### config.mk
export PLATFORM = sky130hd
export DESIGN_NAME = multi_pattern_detector
export DESIGN_NICKNAME = d
export VERILOG_FILES = /design/src/rtl/multi_pattern_detector_pkg.sv /design/src/rtl/multi_pattern_detector_channel.sv /design/src/rtl/multi_pattern_detector.sv
export SDC_FILE = /design/constraint.sdc
export NUM_CORES = 1
export LEC_CHECK = 0
export ABC_AREA = 0
export BUFFER_PORTS_ARGS = -buffer_cell sky130_fd_sc_hd__clkbuf_2
export CAP_MARGIN = 20
export CORE_AREA = 2 2 57 59
export DETAILED_ROUTE_END_ITERATION = 10
export DIE_AREA = 0 0 59 61
export GPL_ROUTABILITY_DRIVEN = 0
export PLACE_DENSITY = 0.76
export SYNTH_ARGS = -nofsm -noshare
export SYNTH_HDL_FRONTEND = slang
export SYNTH_SLANG_ARGS = --single-unit
### constraint.sdc
create_clock -name clock -period 2.1 [get_ports clock]
set_input_delay 0.21 -clock clock [delete_from_list [all_inputs] [get_ports clock]]
set_output_delay 0.21 -clock clock [all_outputs]
set_load 0.005 [all_outputs]
### src/rtl/multi_pattern_detector_pkg.sv
// -----------------------------------------------------------------------------
// multi_pattern_detector_pkg
//
// Shared constants and helper functions for the multi-channel serial pattern
// detector.
//
//   DEFAULT_PATTERN_LEN / DEFAULT_NUM_PATTERNS / DEFAULT_COUNT_WIDTH
//                           : default geometry of the detector
//   DEFAULT_PATTERN_INIT    : reset patterns, channel k at [k*LEN +: LEN]
//                             (channel 0 = 101, channel 1 = 010)
//   sel_width(n)            : width of a channel select, max(1, clog2(n))
//   fill_width(len)         : width of a per-channel fill counter that must
//                             hold the value len-1
// -----------------------------------------------------------------------------
package multi_pattern_detector_pkg;

   localparam int DEFAULT_PATTERN_LEN  = 3;
   localparam int DEFAULT_NUM_PATTERNS = 2;
   localparam int DEFAULT_COUNT_WIDTH  = 8;

   localparam logic [DEFAULT_NUM_PATTERNS*DEFAULT_PATTERN_LEN-1:0]
      DEFAULT_PATTERN_INIT = 6'b010_101;

   // A select bus never collapses to zero width, even for a single channel.
   function automatic int sel_width(input int n);
      int w;
      w = $clog2(n);
      return (w < 1) ? 1 : w;
   endfunction

   // Fill counts 0 .. len-1 and saturates there.
   function automatic int fill_width(input int len);
      int w;
      w = $clog2(len);
      return (w < 1) ? 1 : w;
   endfunction

endpackage

### src/rtl/multi_pattern_detector_channel.sv
// -----------------------------------------------------------------------------
// pattern_channel
//
// One detector channel: programmable pattern register, warm-up fill counter,
// Mealy match compare and saturating match counter. The bit history is owned
// by the parent and shared by all channels.
//
// Ports
//   clock, reset : rising-edge clock, asynchronous active-high reset
//   history      : previous PATTERN_LEN-1 accepted bits, newest at LSB
//   i, in_valid  : current serial bit and its qualifier
//   overlap      : 1 = matches may share bits, 0 = restart after a match
//   pat_we       : load pat_data into this channel (already decoded)
//   pat_data     : new pattern, MSB oldest bit
//   count_clr    : synchronous clear of the match counter
//   o            : combinational match flag for the current bit
//   count        : match counter
//   count_sat    : counter is all-ones
// -----------------------------------------------------------------------------
module pattern_channel
   import multi_pattern_detector_pkg::*;
#(
   parameter int                     PATTERN_LEN = DEFAULT_PATTERN_LEN,
   parameter int                     COUNT_WIDTH = DEFAULT_COUNT_WIDTH,
   parameter logic [PATTERN_LEN-1:0] INIT        = '0
) (
   input  logic                   clock,
   input  logic                   reset,
   input  logic [PATTERN_LEN-2:0] history,
   input  logic                   i,
   input  logic                   in_valid,
   input  logic                   overlap,
   input  logic                   pat_we,
   input  logic [PATTERN_LEN-1:0] pat_data,
   input  logic                   count_clr,
   output logic                   o,
   output logic [COUNT_WIDTH-1:0] count,
   output logic                   count_sat
);

   localparam int                FILL_W    = fill_width(PATTERN_LEN);
   localparam logic [FILL_W-1:0] FILL_FULL = FILL_W'(PATTERN_LEN - 1);

   logic [PATTERN_LEN-1:0] pattern;
   logic [FILL_W-1:0]      fill;
   logic                   armed;
   logic                   hit;

   // A match needs PATTERN_LEN-1 accepted bits since the last restart so
   // that the whole window {history, i} belongs to this channel's run.
   assign armed = (fill == FILL_FULL);
   assign hit   = in_valid && armed && ({history, i} == pattern);
   assign o     = hit;

   assign count_sat = &count;

   // Pattern register: the compare above still sees the old value during
   // the write cycle.
   always_ff @(posedge clock or posedge reset) begin
      if (reset) begin
         pattern <= INIT;
      end else if (pat_we) begin
         pattern <= pat_data;
      end
   end

   // Fill counter. A load restarts warm-up and takes priority; otherwise a
   // non-overlapping match discards its bits, and a plain accepted bit
   // advances until saturation.
   always_ff @(posedge clock or posedge reset) begin
      if (reset) begin
         fill <= '0;
      end else if (pat_we) begin
         fill <= '0;
      end else if (in_valid) begin
         if (hit && !overlap) begin
            fill <= '0;
         end else if (!armed) begin
            fill <= fill + 1'b1;
         end
      end
   end

   // Match counter. Clear wins over a same-cycle match; at all-ones it holds.
   always_ff @(posedge clock or posedge reset) begin
      if (reset) begin
         count <= '0;
      end else if (count_clr) begin
         count <= '0;
      end else if (hit && !count_sat) begin
         count <= count + 1'b1;
      end
   end

endmodule

### src/rtl/multi_pattern_detector.sv
// -----------------------------------------------------------------------------
// multi_pattern_detector
//
// Serial-bit Mealy pattern detector with NUM_PATTERNS independently
// programmable channels. The match flags are combinational on the current
// bit; all state updates on the rising clock edge.
//
// Parameters
//   PATTERN_LEN  : bits per pattern (>= 2)
//   NUM_PATTERNS : number of channels (>= 2)
//   COUNT_WIDTH  : width of each match counter
//   PATTERN_INIT : reset patterns, channel k at [k*PATTERN_LEN +: PATTERN_LEN]
//
// Ports
//   clock, reset : rising-edge clock, asynchronous active-high reset
//   in_valid, i  : serial bit and its qualifier
//   overlap      : 1 = overlapping matches, 0 = non-overlapping
//   pat_we       : pattern write enable
//   pat_sel      : channel to write; out-of-range selects are ignored
//   pat_data     : new pattern, MSB oldest bit, LSB newest bit
//   count_clr    : synchronous clear of all counters
//   o            : per-channel combinational match flag
//   match_count  : packed per-channel counts, channel k at [k*COUNT_WIDTH +:]
//   count_sat    : per-channel counter-saturated flag
// -----------------------------------------------------------------------------
module multi_pattern_detector
   import multi_pattern_detector_pkg::*;
#(
   parameter int PATTERN_LEN  = DEFAULT_PATTERN_LEN,
   parameter int NUM_PATTERNS = DEFAULT_NUM_PATTERNS,
   parameter int COUNT_WIDTH  = DEFAULT_COUNT_WIDTH,
   parameter logic [NUM_PATTERNS*PATTERN_LEN-1:0] PATTERN_INIT = DEFAULT_PATTERN_INIT,
   localparam int SEL_W = sel_width(NUM_PATTERNS)
) (
   input  logic                                clock,
   input  logic                                reset,
   input  logic                                in_valid,
   input  logic                                i,
   input  logic                                overlap,
   input  logic                                pat_we,
   input  logic [SEL_W-1:0]                    pat_sel,
   input  logic [PATTERN_LEN-1:0]              pat_data,
   input  logic                                count_clr,
   output logic [NUM_PATTERNS-1:0]             o,
   output logic [NUM_PATTERNS*COUNT_WIDTH-1:0] match_count,
   output logic [NUM_PATTERNS-1:0]             count_sat
);

   logic [PATTERN_LEN-2:0]  history;
   logic [PATTERN_LEN-1:0]  window;
   logic [NUM_PATTERNS-1:0] ch_we;

   // Shared bit history. Shifting through the full window keeps the
   // expression valid for PATTERN_LEN = 2, where history is a single bit.
   assign window = {history, i};

   always_ff @(posedge clock or posedge reset) begin
      if (reset) begin
         history <= '0;
      end else if (in_valid) begin
         history <= window[PATTERN_LEN-2:0];
      end
   end

   // Write-strobe decode. A select that matches no channel index produces
   // no strobe, so out-of-range writes fall away naturally.
   always_comb begin
      ch_we = '0;
      for (int k = 0; k < NUM_PATTERNS; k++) begin
         ch_we[k] = pat_we && (pat_sel == SEL_W'(k));
      end
   end

   for (genvar k = 0; k < NUM_PATTERNS; k++) begin : g_ch
      pattern_channel #(
         .PATTERN_LEN (PATTERN_LEN),
         .COUNT_WIDTH (COUNT_WIDTH),
         .INIT        (PATTERN_INIT[k*PATTERN_LEN +: PATTERN_LEN])
      ) u_ch (
         .clock     (clock),
         .reset     (reset),
         .history   (history),
         .i         (i),
         .in_valid  (in_valid),
         .overlap   (overlap),
         .pat_we    (ch_we[k]),
         .pat_data  (pat_data),
         .count_clr (count_clr),
         .o         (o[k]),
         .count     (match_count[k*COUNT_WIDTH +: COUNT_WIDTH]),
         .count_sat (count_sat[k])
      );
   end

endmodule

; After elaboration in Yosys (flattened, before gate mapping)
; Cells that the tools add are included.
[classes]
n_bitwise = 1
n_addsub = 4
n_mux = 12
div_mod_pow = 0
reduce_logical = 21
n_lt_le_gt_ge = 0
n_shift = 0
n_eq_ne = 6
mul = 0
[op_table]
columns = op, count
row1 = $mux 8, 4
row2 = $add 8x1->8 const B, 2
row3 = $mux 2, 8
row4 = $reduce_and 8->1, 2
row5 = $logic_and 1x1->1, 10
row6 = $reduce_bool 2->1, 4
row7 = $eq 3x3->1, 2
row8 = $ne 3x2->1 const B, 2
row9 = $add 2x1->2 const B, 2
row10 = $eq 2x2->1 const B, 2
row11 = $reduce_and 2->1, 2
row12 = $logic_not 1->1, 3
row13 = $not 1->1, 1
[word_totals]
word_cells = 51
latchBits = 0
n_memories = 0
register_bits = 28
ramBits = 0
input_bits = 11
mem_bits_ro = 0

; Depth between registers and ports, before layout
; Gate-level depths: netlist (run 1).
[depth]
word_depth = 7
ltp_mapped = 8
ltp_nobuf = 7

; Modules after synthesis
; From an unflattened synthesis (run 1), not the netlist that was laid out.
[unflattened]
cells_unflattened = 163
area_unflattened_um2 = 1551.5
[modules_own_cells]
columns = mod, cells_per_inst, area_each_um2, n_inst, seq_area_each_um2
row1 = pattern_channel (g_ch[0].u_ch), 78, 732.0, 1, 327.8
row2 = pattern_channel (g_ch[1].u_ch), 78, 730.7, 1, 326.6
row3 = multi_pattern_detector, 7, 88.8, 1, 50.0

; Least setup slack after synthesis (run 1)
; No wires, ideal clock.
[synth_timing]
kind = register to register
start = register g_ch[0].u_ch.fill[0]
end = register g_ch[0].u_ch.count[5]
period_less_slack_ns = 1.966
setup_ns = 0.134
path_slack_ns = 0.134
stages_incl_launch_ff = 8
arrival_ns = 1.832
required_time_ns = 1.966
cell_sequence = dfrtp_1 inv_1 ha_1 nand2_1 or4_1 buf_2 o41ai_1 a21oi_1
[synth_between]
elab_chain_len = 5
[synth_rtl]
columns = item, line_no
row1 = start: declaration, multi_pattern_detector_channel.sv:45  ; logic [FILL_W-1:0] fill;
row2 = start signal: assignment, multi_pattern_detector_channel.sv:79  ; fill <= fill + 1'b1;
row3 = $eq 2x2->1, multi_pattern_detector_channel.sv:51  ; assign armed = (fill == FILL_FULL);
row4 = $logic_and 1x1->1 (2 in series), multi_pattern_detector_channel.sv:52  ; assign hit = in_valid && armed && ({history, i} == pattern);
row5 = $logic_and 1x1->1, multi_pattern_detector_channel.sv:90  ; end else if (hit && !count_sat) begin
row6 = $reduce_bool 2->1 (no line), n/a
row7 = end signal: assignment, multi_pattern_detector_channel.sv:91  ; count <= count + 1'b1;
row8 = end: declaration, multi_pattern_detector_channel.sv:37  ; output logic [COUNT_WIDTH-1:0] count,
; Every way passes these cells.
; A chain may end at the register's enable or synchronous reset.

; Worst setup path after layout (run 1)
[layout_timing]
start = register g_ch[0].u_ch.pattern[0]
end = register g_ch[0].u_ch.count[5]
[layout_between]
elab_chain_len = 4
[layout_rtl]
columns = item, line_no
row1 = start: declaration, multi_pattern_detector_channel.sv:44  ; logic [PATTERN_LEN-1:0] pattern;
row2 = start signal: assignment, multi_pattern_detector_channel.sv:63  ; pattern <= pat_data;
row3 = $eq 3x3->1, multi_pattern_detector_channel.sv:52
row4 = $logic_and 1x1->1, multi_pattern_detector_channel.sv:52
row5 = $logic_and 1x1->1, multi_pattern_detector_channel.sv:90
row6 = $reduce_bool 2->1 (no line), n/a
; Every way passes these cells.

==> results.json, run 1 <==
{
  "power.leakage_nw": 0.826,
  "finalCritPeriodShare_pct": 98.4,
  "grt_pass1_wl_um": 5470,
  "cts_buffer_depth": 2,
  "synthCells": 155,
  "dp_hpwl_um": 2290,
  "ir_drop_uv": 418,
  "crit_type": "reg2reg",
  "crit_path_end_kind": "flop",
  "synthMuxAreaShare_pct": 7.92,
  "status": "finished, final reports clean",
  "drt_wl_total_um": 3420,
  "avgSynthCellArea_um2": 9.88,
  "mostFrequentLayoutCells": "clkbuf_2 (29), dfrtp_1 (25), a21oi_1 (17)",
  "max_cap_violations": 0,
  "numPlacedInstances": 214,
  "worstReg2RegStart": "g_ch[0].u_ch.pattern[0]$_DFFE_PP1P_",
  "grt_max_degree": 29,
  "vias": 1318,
  "cts_inserted_buffers": 3,
  "ys_ff_latch": 28,
  "die_x_um": 59,
  "nNetsFinal": 210,
  "crit_family": "simple AND/OR/NAND/NOR gates",
  "worstMarginPinSlew_ns": 0.452,
  "fin_crit_ns": 2.07,
  "diodes": 0,
  "rr_worst_depth": 5,
  "synth_top_area_share_pct": 40.8,
  "cts_tree": "done",
  "io_pins": 31,
  "clk_pin_slew_ns": 0.15,
  "final_cell_count_no_fill": 227,
  "setup_tns_ns": 0,
  "grt_use_total_pct": 20.2,
  "die_area_mm2": 0.00360,
  "grt_pass1_vias": 1230,
  "crit_buf_inv": 1,
  "critPathMaxFanout": 8,
  "routed_via_density": 5.81,
  "ys_warn_count": 0,
  "hold_path_class": "in2reg",
  "fill_cells": 267,
  "whs_endpoint": "g_ch[1].u_ch.fill[1]$_DFFE_PP0P_",
  "synth_fp_nets": 170,
  "drtIter0Drc": 55,
  "finClkSkew_ns": 0.00305,
  "max_slew_margin_pct": 69.8,
  "h-tree-depth": 1,
  "power_density_mw_per_mm2": 632,
  "start_kind": "flop",
  "dieHeight_um": 61,
  "start_util_pct": 51.9,
  "synth_xor_area_share_pct": 3.43,
  "drc": 0,
  "synth-compound-area-share_pct": 15.8,
  "critPathSlowestCell": "dfstp_2",
  "ant_nets": 0,
  "rows": 20,
  "coreArea_mm2": 0.00295,
  "hold_viol_final": 0,
  "cts-root-buf": "clkbuf_4",
  "synth_area_leaders": "dfrtp_1 (41%), mux2_2 (6.6%), a21oi_1 (5.9%), dfstp_2 (5.1%), or4_1 (3.9%)",
  "syn-cell-area_mm2": 0.00153,
  "cpPeakStageDelay_ns": 0.57,
  "synthDistinctLibCells": 33,
  "max_freq_ghz": 0.484,
  "area_growth_pct": 23.3,
  "wl_per_cell_um": 15.0,
  "drive_above_1_share_pct": 37.1,
  "io_buffers": 30,
  "crit_arrival_ns": 2.33,
  "synth-simple-area-share_pct": 17.7,
  "yosysSeqAreaShare_pct": 46.0,
  "first_pass_iters": 4,
  "reg2reg_slack_ns": 0.03,
  "worstReg2RegEnd": "g_ch[0].u_ch.count[5]$_DFFE_PP0P_",
  "setup_violations": 0,
  "cp.required_ns": 2.36,
  "synth_top_area_cell": "dfrtp_1",
  "mostFrequentLayoutCell": "clkbuf_2",
  "min_path_cells": 2,
  "slew_viol_final": 0,
  "synth_top_family_by_area": "simple AND/OR/NAND/NOR gates",
  "antenna_found_initial": 0,
  "cp_cell_sequence": "xor2_1 -> or4_4 -> buf_6 -> or4_1 -> a21oi_1",
  "clock_latency_ns": 0.33,
  "overflow": 0,
  "synthAdderAreaFrac_pct": 3.27,
  "cts_sinks": 28,
  "hp-start": "pat_we"
}
timing repair:
item / in CTS / in global routing
setup buffers: 6 / 2
pin swaps: 4 / 4
hold buffers: 1 / 0
resized for setup: 11 / 7
setup endpoints to repair: 4 / 13
hold endpoints to repair: 25 / 0
metrics by stage:
stage	total power [W]	area (µm²)	hold slack (ns)	util [%]	worst slack [ns]
after floorplan	0.000812	1530	0.273	-	0.134
after global placement	0.000877	1720	0.275	58.1	0.0829
after detailed placement	0.000900	1720	0.282	58.1	0.0228
after CTS	0.00118	1850	0.0609	62.5	-0.00948
after global routing	0.00127	1890	0.0454	63.9	-0.0115
final	0.00119	1890	0.0551	63.9	0.0331
layer usage:
metal  track usage (%)  up-vias  part of all wire, %
met2              33.5       27                   52
met4              11.7        0                  1.6
li1                  -      643                    -
met5                 0        -                    0
met3              1.92        4                  2.8
met1              26.0      644                   43
worst register-to-register path, cell delays in order (launching register included):
cell	delay (ns)
dfstp_2	0.57
xor2_1	0.07
or4_4	0.56
buf_6	0.16
or4_1	0.50
a21oi_1	0.15
kinds of logic (layout without fill, tap and decap cells):
family                   after synthesis  in the layout
buffers and inverters                 19             58
multiplexers                          11             11
XOR/XNOR                               6              6
adder cells (fa/ha/maj)                4              4
AND/OR/NAND/NOR                       47             47
AO/OA/AOI/OAI                         40             40
flip-flops                            28             28
how the worst max path moves through the flow:
stage / startpoint / end / slack (ns) / depth (start not counted)
after CTS: g_ch[0].u_ch.fill[0]$_DFFE_PP0P_ / g_ch[0].u_ch.count[4]$_DFFE_PP0P_ / -0.009 / 7
after global placement: history[1]$_DFFE_PP0P_ / g_ch[1].u_ch.count[4]$_DFFE_PP0P_ / 0.08 / 4
after detailed placement: g_ch[1].u_ch.fill[0]$_DFFE_PP0P_ / g_ch[1].u_ch.count[4]$_DFFE_PP0P_ / 0.02 / 6
final: g_ch[0].u_ch.pattern[0]$_DFFE_PP1P_ / g_ch[0].u_ch.count[5]$_DFFE_PP0P_ / 0.03 / 5
after global routing: g_ch[0].u_ch.fill[0]$_DFFE_PP0P_ / g_ch[0].u_ch.count[5]$_DFFE_PP0P_ / -0.01 / 7
after floorplan: g_ch[0].u_ch.fill[0]$_DFFE_PP0P_ / g_ch[0].u_ch.count[5]$_DFFE_PP0P_ / 0.13 / 7
Yosys cell counts:
| cell | n |
|---|---|
| a21boi_0 | 1 |
| a21oi_1 | 18 |
| and2_1 | 1 |
| o21ai_0 | 7 |
| mux2i_1 | 2 |
| clkbuf_1 | 3 |
| dfrtp_1 | 25 |
| nand4_1 | 4 |
| or2_2 | 1 |
| o211ai_1 | 3 |
| buf_2 | 3 |
| nor2_1 | 7 |
| or3_1 | 5 |
| nand3_1 | 7 |
| mux2_2 | 9 |
| nor3_1 | 2 |
| or4_1 | 8 |
| nand2b_1 | 1 |
| a311oi_1 | 1 |
| a211oi_1 | 1 |
| nand2_1 | 4 |
| ha_1 | 4 |
| inv_1 | 8 |
| o41ai_1 | 2 |
| buf_1 | 1 |
| xor2_1 | 6 |
| nor4b_1 | 1 |
| nor2b_1 | 4 |
| nand3b_1 | 1 |
| dfstp_2 | 3 |
| o31ai_1 | 7 |
| or3b_2 | 1 |
| buf_4 | 4 |
report_power, final:
part	total (W)	leakage [nW]	switching, W	internal (W)
Clock	0.000238	0.0150	0.000163	0.0000746
Combinational	0.000313	0.447	0.000141	0.000172
Sequential	0.000643	0.364	0.0000440	0.000599
Total	0.00119	0.826	0.000349	0.000846
sequential cells by signal, summed over array words and instances, names as in the netlist:
signal,count
g_ch.u_ch.pattern,6
g_ch.u_ch.count,16
history,2
g_ch.u_ch.fill,4
layout make-up:
| class | count | area [µm²] | share of cell area [%] |
|---|---|---|---|
| repair buffers | 46 | 307 | 16.2 |
| flip-flops and latches | 28 | 704 | 37.3 |
| multi-input cells | 108 | 777 | 41.2 |
| well taps | 33 | 41.3 | 2.19 |
| clock buffers | 4 | 26.3 | 1.39 |
| inverters | 8 | 32.5 | 1.72 |
Power figures use the tool's default switching activity.
==> run 2, diff against run 1 <==
- PLACE_DENSITY: 0.76 -> default
- PLACE_DENSITY_LB_ADDON: default -> 0.3
==> results.json, run 2 (synthesized netlist as in run 1, its figures left out) <==
{
  "status": "finished with violations",
  "violations": "setup timing",
  "clk_pin_slew_ns": 0.16,
  "die_x_um": 59,
  "start_util_pct": 51.9,
  "slew_viol_final": 0,
  "coreArea_mm2": 0.00295,
  "largest_register": "g_ch.u_ch.count",
  "grt_pass1_wl_um": 6000,
  "final_cell_count_no_fill": 234,
  "rr_worst_depth": 8,
  "power_density_mw_per_mm2": 666,
  "reg.largest.list": "g_ch.u_ch.count (16), g_ch.u_ch.pattern (6), g_ch.u_ch.fill (4)",
  "antenna_found_initial": 0,
  "final_cell_area_mm2": 0.00199,
  "overflow": 0,
  "min_path_cells": 2,
  "mostFrequentLayoutCell": "clkbuf_2",
  "ir_drop_uv": 390,
  "grt_setup_unrepaired": "yes",
  "crit_type": "reg2reg",
  "finClkSkew_ns": 0.00779,
  "final_util_pct": 67.4,
  "rows": 20,
  "routed_via_density": 6.01,
  "cts_inserted_buffers": 3,
  "start_kind": "flop",
  "drive_above_1_share_pct": 42.3,
  "hold_path_class": "in2reg",
  "diodes": 0,
  "worstMarginPinSlew_ns": 0.417,
  "wl_per_cell_um": 15.6,
  "grt_use_total_pct": 21.8,
  "setup_violations": 1,
  "place_ws_ns": -0.00867,
  "ant_nets": 0,
  "finalCritPeriodShare_pct": 101,
  "h-tree-depth": 1,
  "grt_max_degree": 29,
  "dpl_cell_area_mm2": 0.00172,
  "numPlacedInstances": 214,
  "mostFrequentLayoutCells": "clkbuf_2 (28), dfrtp_1 (25), a21oi_1 (16), buf_4 (16), mux2_2 (9)",
  "critPathMaxFanout": 5,
  "crit_path_end_kind": "flop",
  "hold_viol_final": 0,
  "clock_latency_ns": 0.34,
  "drtIter0Drc": 77,
  "dp_hpwl_um": 2330,
  "vias": 1406,
  "die_area_mm2": 0.00360,
  "final.setup.worst_slack_ns": -0.0108,
  "max_freq_ghz": 0.474,
  "first_pass_iters": 4,
  "cts_sinks": 28,
  "max_cap_violations": 0,
  "cts_buffer_depth": 2,
  "fin_crit_ns": 2.11,
  "drc": 0,
  "max_slew_margin_pct": 72.2,
  "setup_tns_ns": -0.0108,
  "area_growth_pct": 30.0,
  "crit_arrival_ns": 2.38,
  "grt_pass1_vias": 1390,
  "cts-root-buf": "clkbuf_4",
  "cts_tree": "done",
  "cp.required_ns": 2.37,
  "io_pins": 31,
  "largest_register_ffs": 16,
  "power.leakage_nw": 0.869,
  "dieHeight_um": 61,
  "drt_wl_total_um": 3650,
  "io_buffers": 30,
  "nNetsFinal": 217
}
-- run 2: changes by cell type in the layout (fill, tap and decap cells not counted), moves of 2 or more --
cell   change
buf_2      +2
buf_4      +6
or4_1      -2
or4_4      +2
-- run 2: critical path, stage by stage (launching register included) --
cell	delay (ns)
dfrtp_1	0.41
inv_1	0.06
ha_2	0.17
nand2_1	0.05
or4_4	0.56
buf_6	0.15
buf_4	0.13
or3_4	0.36
a21oi_1	0.15
-- run 2: timing repair --
item	4_1_cts	5_1_grt
setup buffers	7	8
hold endpoints to repair	25	0
hold buffers	1	0
pin swaps	5	10
setup endpoints to repair	7	10
resized for setup	13	15
-- run 2: power by group --
part	internal (W)	switching (W)
sequential	0.000599	0.0000452
combinational	0.000174	0.000144
clock	0.000193	0.000169
-- run 2: path summary, 6_finish.rpt --
path                                                          start                                   to  slack (ns)
worst max-delay path               g_ch[0].u_ch.fill[0]$_DFFE_PP0P_    g_ch[0].u_ch.count[2]$_DFFE_PP0P_       -0.01
worst min-delay path                                         pat_we     g_ch[1].u_ch.fill[1]$_DFFE_PP0P_        0.06
worst max register to register     g_ch[0].u_ch.fill[0]$_DFFE_PP0P_    g_ch[0].u_ch.count[2]$_DFFE_PP0P_       -0.01
worst min register to register  g_ch[1].u_ch.pattern[0]$_DFFE_PP0P_  g_ch[1].u_ch.pattern[0]$_DFFE_PP0P_        0.56
max in group asynchronous                                     reset  g_ch[1].u_ch.pattern[1]$_DFFE_PP1P_        1.34
min in group asynchronous                                     reset    g_ch[1].u_ch.count[6]$_DFFE_PP0P_        0.45
-- run 2: cell type report --
type                            count  area, µm²
Clock buffer                        3       22.5
Clock inverter                      1       30.0
Fill cell                         211        962
Inverter                            8       32.5
Multi-Input combinational cell    108        812
Sequential cell                    28        704
Tap cell                           33       41.3
Timing Repair Buffer               53        348
-- run 2: metal layers --
layer | GRT usage, % | vias up | wire length [µm]
met5 | 0 | - | 0
met4 | 12.7 | 0 | 114
met3 | 2.77 | 14 | 162
met2 | 38.6 | 52 | 1920
met1 | 25.3 | 673 | 1450
li1 | - | 667 | -
-- run 2: metrics by stage --
step | hold slack [ns] | total power [W]
finish | 0.0560 | 0.00133
global placement | 0.272 | 0.000875
global route | 0.0605 | 0.00139
detailed placement | 0.280 | 0.000895
floorplan | 0.273 | 0.000812
CTS | 0.0586 | 0.00127
==> run 3, diff against run 2 <==
- SKIP_LAST_GASP: default -> 1
- clock period: 2.1 -> 2.4 ns (I/O delays scaled with it)
==> results.json, run 3 (synthesized netlist as in run 1, its figures left out) <==
{
  "status": "finished, final reports clean",
  "cpPeakStageDelay_ns": 0.58,
  "cp.required_ns": 2.16,
  "highest_layer": "met4",
  "final_cell_count_no_fill": 214,
  "die_area_mm2": 0.00360,
  "final.setup.worst_slack_ns": 0.168,
  "internal_power_w": 0.000712,
  "crit_path_end_kind": "output port",
  "die_x_um": 59,
  "cts_sinks": 28,
  "hold_path_class": "in2reg",
  "wl_met3_um": 118,
  "fin_crit_ns": 2.23,
  "h-tree-depth": 1,
  "crit_buf_inv": 3,
  "cp_cell_sequence": "inv_1 -> ha_1 -> nand2_1 -> or4_4 -> inv_2 -> clkbuf_2",
  "cts_inserted_buffers": 3,
  "largest_register_ffs": 16,
  "routed_via_density": 5.97,
  "max_freq_ghz": 0.448,
  "grt_setup_unrepaired": "no",
  "start_util_pct": 51.9,
  "place_ws_ns": 0.144,
  "area_growth_pct": 13.1,
  "setup_tns_ns": 0,
  "drtIter0Drc": 35,
  "clkPwrFrac_pct": 23.8,
  "vias": 1277,
  "grt_use_total_pct": 19.5,
  "crit_type": "reg2out",
  "io_buffers": 30,
  "largest_register": "g_ch.u_ch.count",
  "mostFrequentLayoutCell": "clkbuf_2",
  "finalCritPeriodShare_pct": 93.0,
  "clk_pin_slew_ns": 0.15,
  "drive_above_1_share_pct": 29.3,
  "cts_tree": "done",
  "nNetsFinal": 197,
  "drt_wl_total_um": 3100,
  "antenna_found_initial": 0,
  "critPathSlowestCell": "or4_4",
  "ir_drop_uv": 298,
  "numPlacedInstances": 209,
  "grt_pass1_vias": 1254,
  "dieHeight_um": 61,
  "reg2reg_slack_ns": 0.26,
  "p_comb_share_pct": 19.5,
  "crit_arrival_ns": 1.99,
  "grt_max_degree": 29,
  "setup_violations": 0,
  "power_density_mw_per_mm2": 572,
  "crit_family": "simple AND/OR/NAND/NOR gates",
  "hold_viol_final": 0,
  "clock_latency_ns": 0.33,
  "power.leakage_nw": 0.759,
  "coreArea_mm2": 0.00295,
  "io_pins": 31,
  "p_sw_share_pct": 28.1,
  "reg.largest.list": "g_ch.u_ch.count (16), g_ch.u_ch.pattern (6), g_ch.u_ch.fill (4)",
  "start_kind": "flop",
  "max_cap_violations": 0,
  "seqPwrFrac_pct": 56.7,
  "grt_pass1_wl_um": 5310,
  "ant_nets": 0,
  "diodes": 0,
  "worstMarginPinSlew_ns": 0.700,
  "overflow": 0,
  "cts-root-buf": "clkbuf_4",
  "fill_cells": 281,
  "cts_buffer_depth": 2,
  "switching_power_w": 0.000279,
  "drt-met1-wl_um": 1340,
  "dp_hpwl_um": 2290,
  "slew_viol_final": 0,
  "critPathMaxFanout": 15,
  "first_pass_iters": 4,
  "dr_wl_met2_um": 1600,
  "finClkSkew_ns": 0.00510,
  "max_slew_margin_pct": 53.1,
  "drc": 0,
  "rows": 20,
  "mostFrequentLayoutCells": "clkbuf_2 (30), dfrtp_1 (25), a21oi_1 (18)",
  "wl_per_cell_um": 14.5
}
## run 3: changes by cell type in the layout (fill, tap and decap cells not counted), sizes merged
cell / previous run / this run
buf: 24 / 2
clkbuf: 31 / 34
bufinv: 1 / 0
## run 3: final cells by class
| type | count | area, µm² | area share [%] |
|---|---|---|---|
| Inverter | 8 | 30.0 | 1.73 |
| Timing Repair Buffer | 33 | 175 | 10.1 |
| Multi-Input combinational cell | 108 | 744 | 43.0 |
| Tap cell | 33 | 41.3 | 2.38 |
| Sequential cell | 28 | 704 | 40.7 |
| Clock buffer | 4 | 36.3 | 2.10 |
## run 3: what timing repair did
| item | 4_1_cts | 5_1_grt |
|---|---|---|
| gates resized for setup | 1 | 2 |
| cloned | 0 | 0 |
| hold buffers | 1 | 0 |
| buffers inserted | 0 | 0 |
| setup endpoints to repair | 1 | 2 |
| hold endpoints to repair | 25 | 0 |
## run 3: worst reg2reg max path, stage by stage (launching register included)
cell     delay [ns]
dfrtp_1        0.44
inv_1          0.07
ha_1           0.23
nand2_1        0.08
or4_4          0.58
or4_1          0.53
a21oi_1        0.15
## run 3: worst paths after layout
check / start / endpoint / cells past startpoint
worst min register to register: g_ch[1].u_ch.pattern[2]$_DFFE_PP0P_ / g_ch[1].u_ch.pattern[2]$_DFFE_PP0P_ / 1
min in group asynchronous: reset / g_ch[1].u_ch.count[6]$_DFFE_PP0P_ / 4
max in group asynchronous: reset / g_ch[0].u_ch.pattern[2]$_DFFE_PP1P_ / 4
worst max-delay path: g_ch[0].u_ch.fill[0]$_DFFE_PP0P_ / o[0] / 6
worst max register to register: g_ch[0].u_ch.fill[0]$_DFFE_PP0P_ / g_ch[0].u_ch.count[5]$_DFFE_PP0P_ / 6
worst min-delay path: pat_we / g_ch[1].u_ch.fill[1]$_DFFE_PP0P_ / 2
## run 3: power groups by stage
stage	combinational, W	sequential [W]	clock, W
final	0.000193	0.000562	0.000236
after global routing	0.000224	0.000569	0.000257
after CTS	0.000195	0.000562	0.000244
after detailed placement	0.000191	0.000570	0
after global placement	0.000179	0.000566	0
after floorplan	0.000150	0.000561	0
## run 3: metal layers
layer | GRT usage [%] | up-vias
li1 | - | 625
met1 | 23.4 | 622
met2 | 34.0 | 25
met3 | 3.41 | 5
met4 | 9.09 | 0
met5 | 0 | -
## run 3: per-stage QoR
step | power, W | area (µm²) | util [%] | hold slack (ns)
after global routing | 0.00105 | 1730 | 58.6 | 0.0870
after global placement | 0.000745 | 1680 | 56.8 | 0.303
final | 0.000991 | 1730 | 58.6 | 0.0853
after detailed placement | 0.000761 | 1680 | 56.8 | 0.310
after CTS | 0.00100 | 1730 | 58.5 | 0.0803
after floorplan | 0.000711 | 1530 | - | 0.303
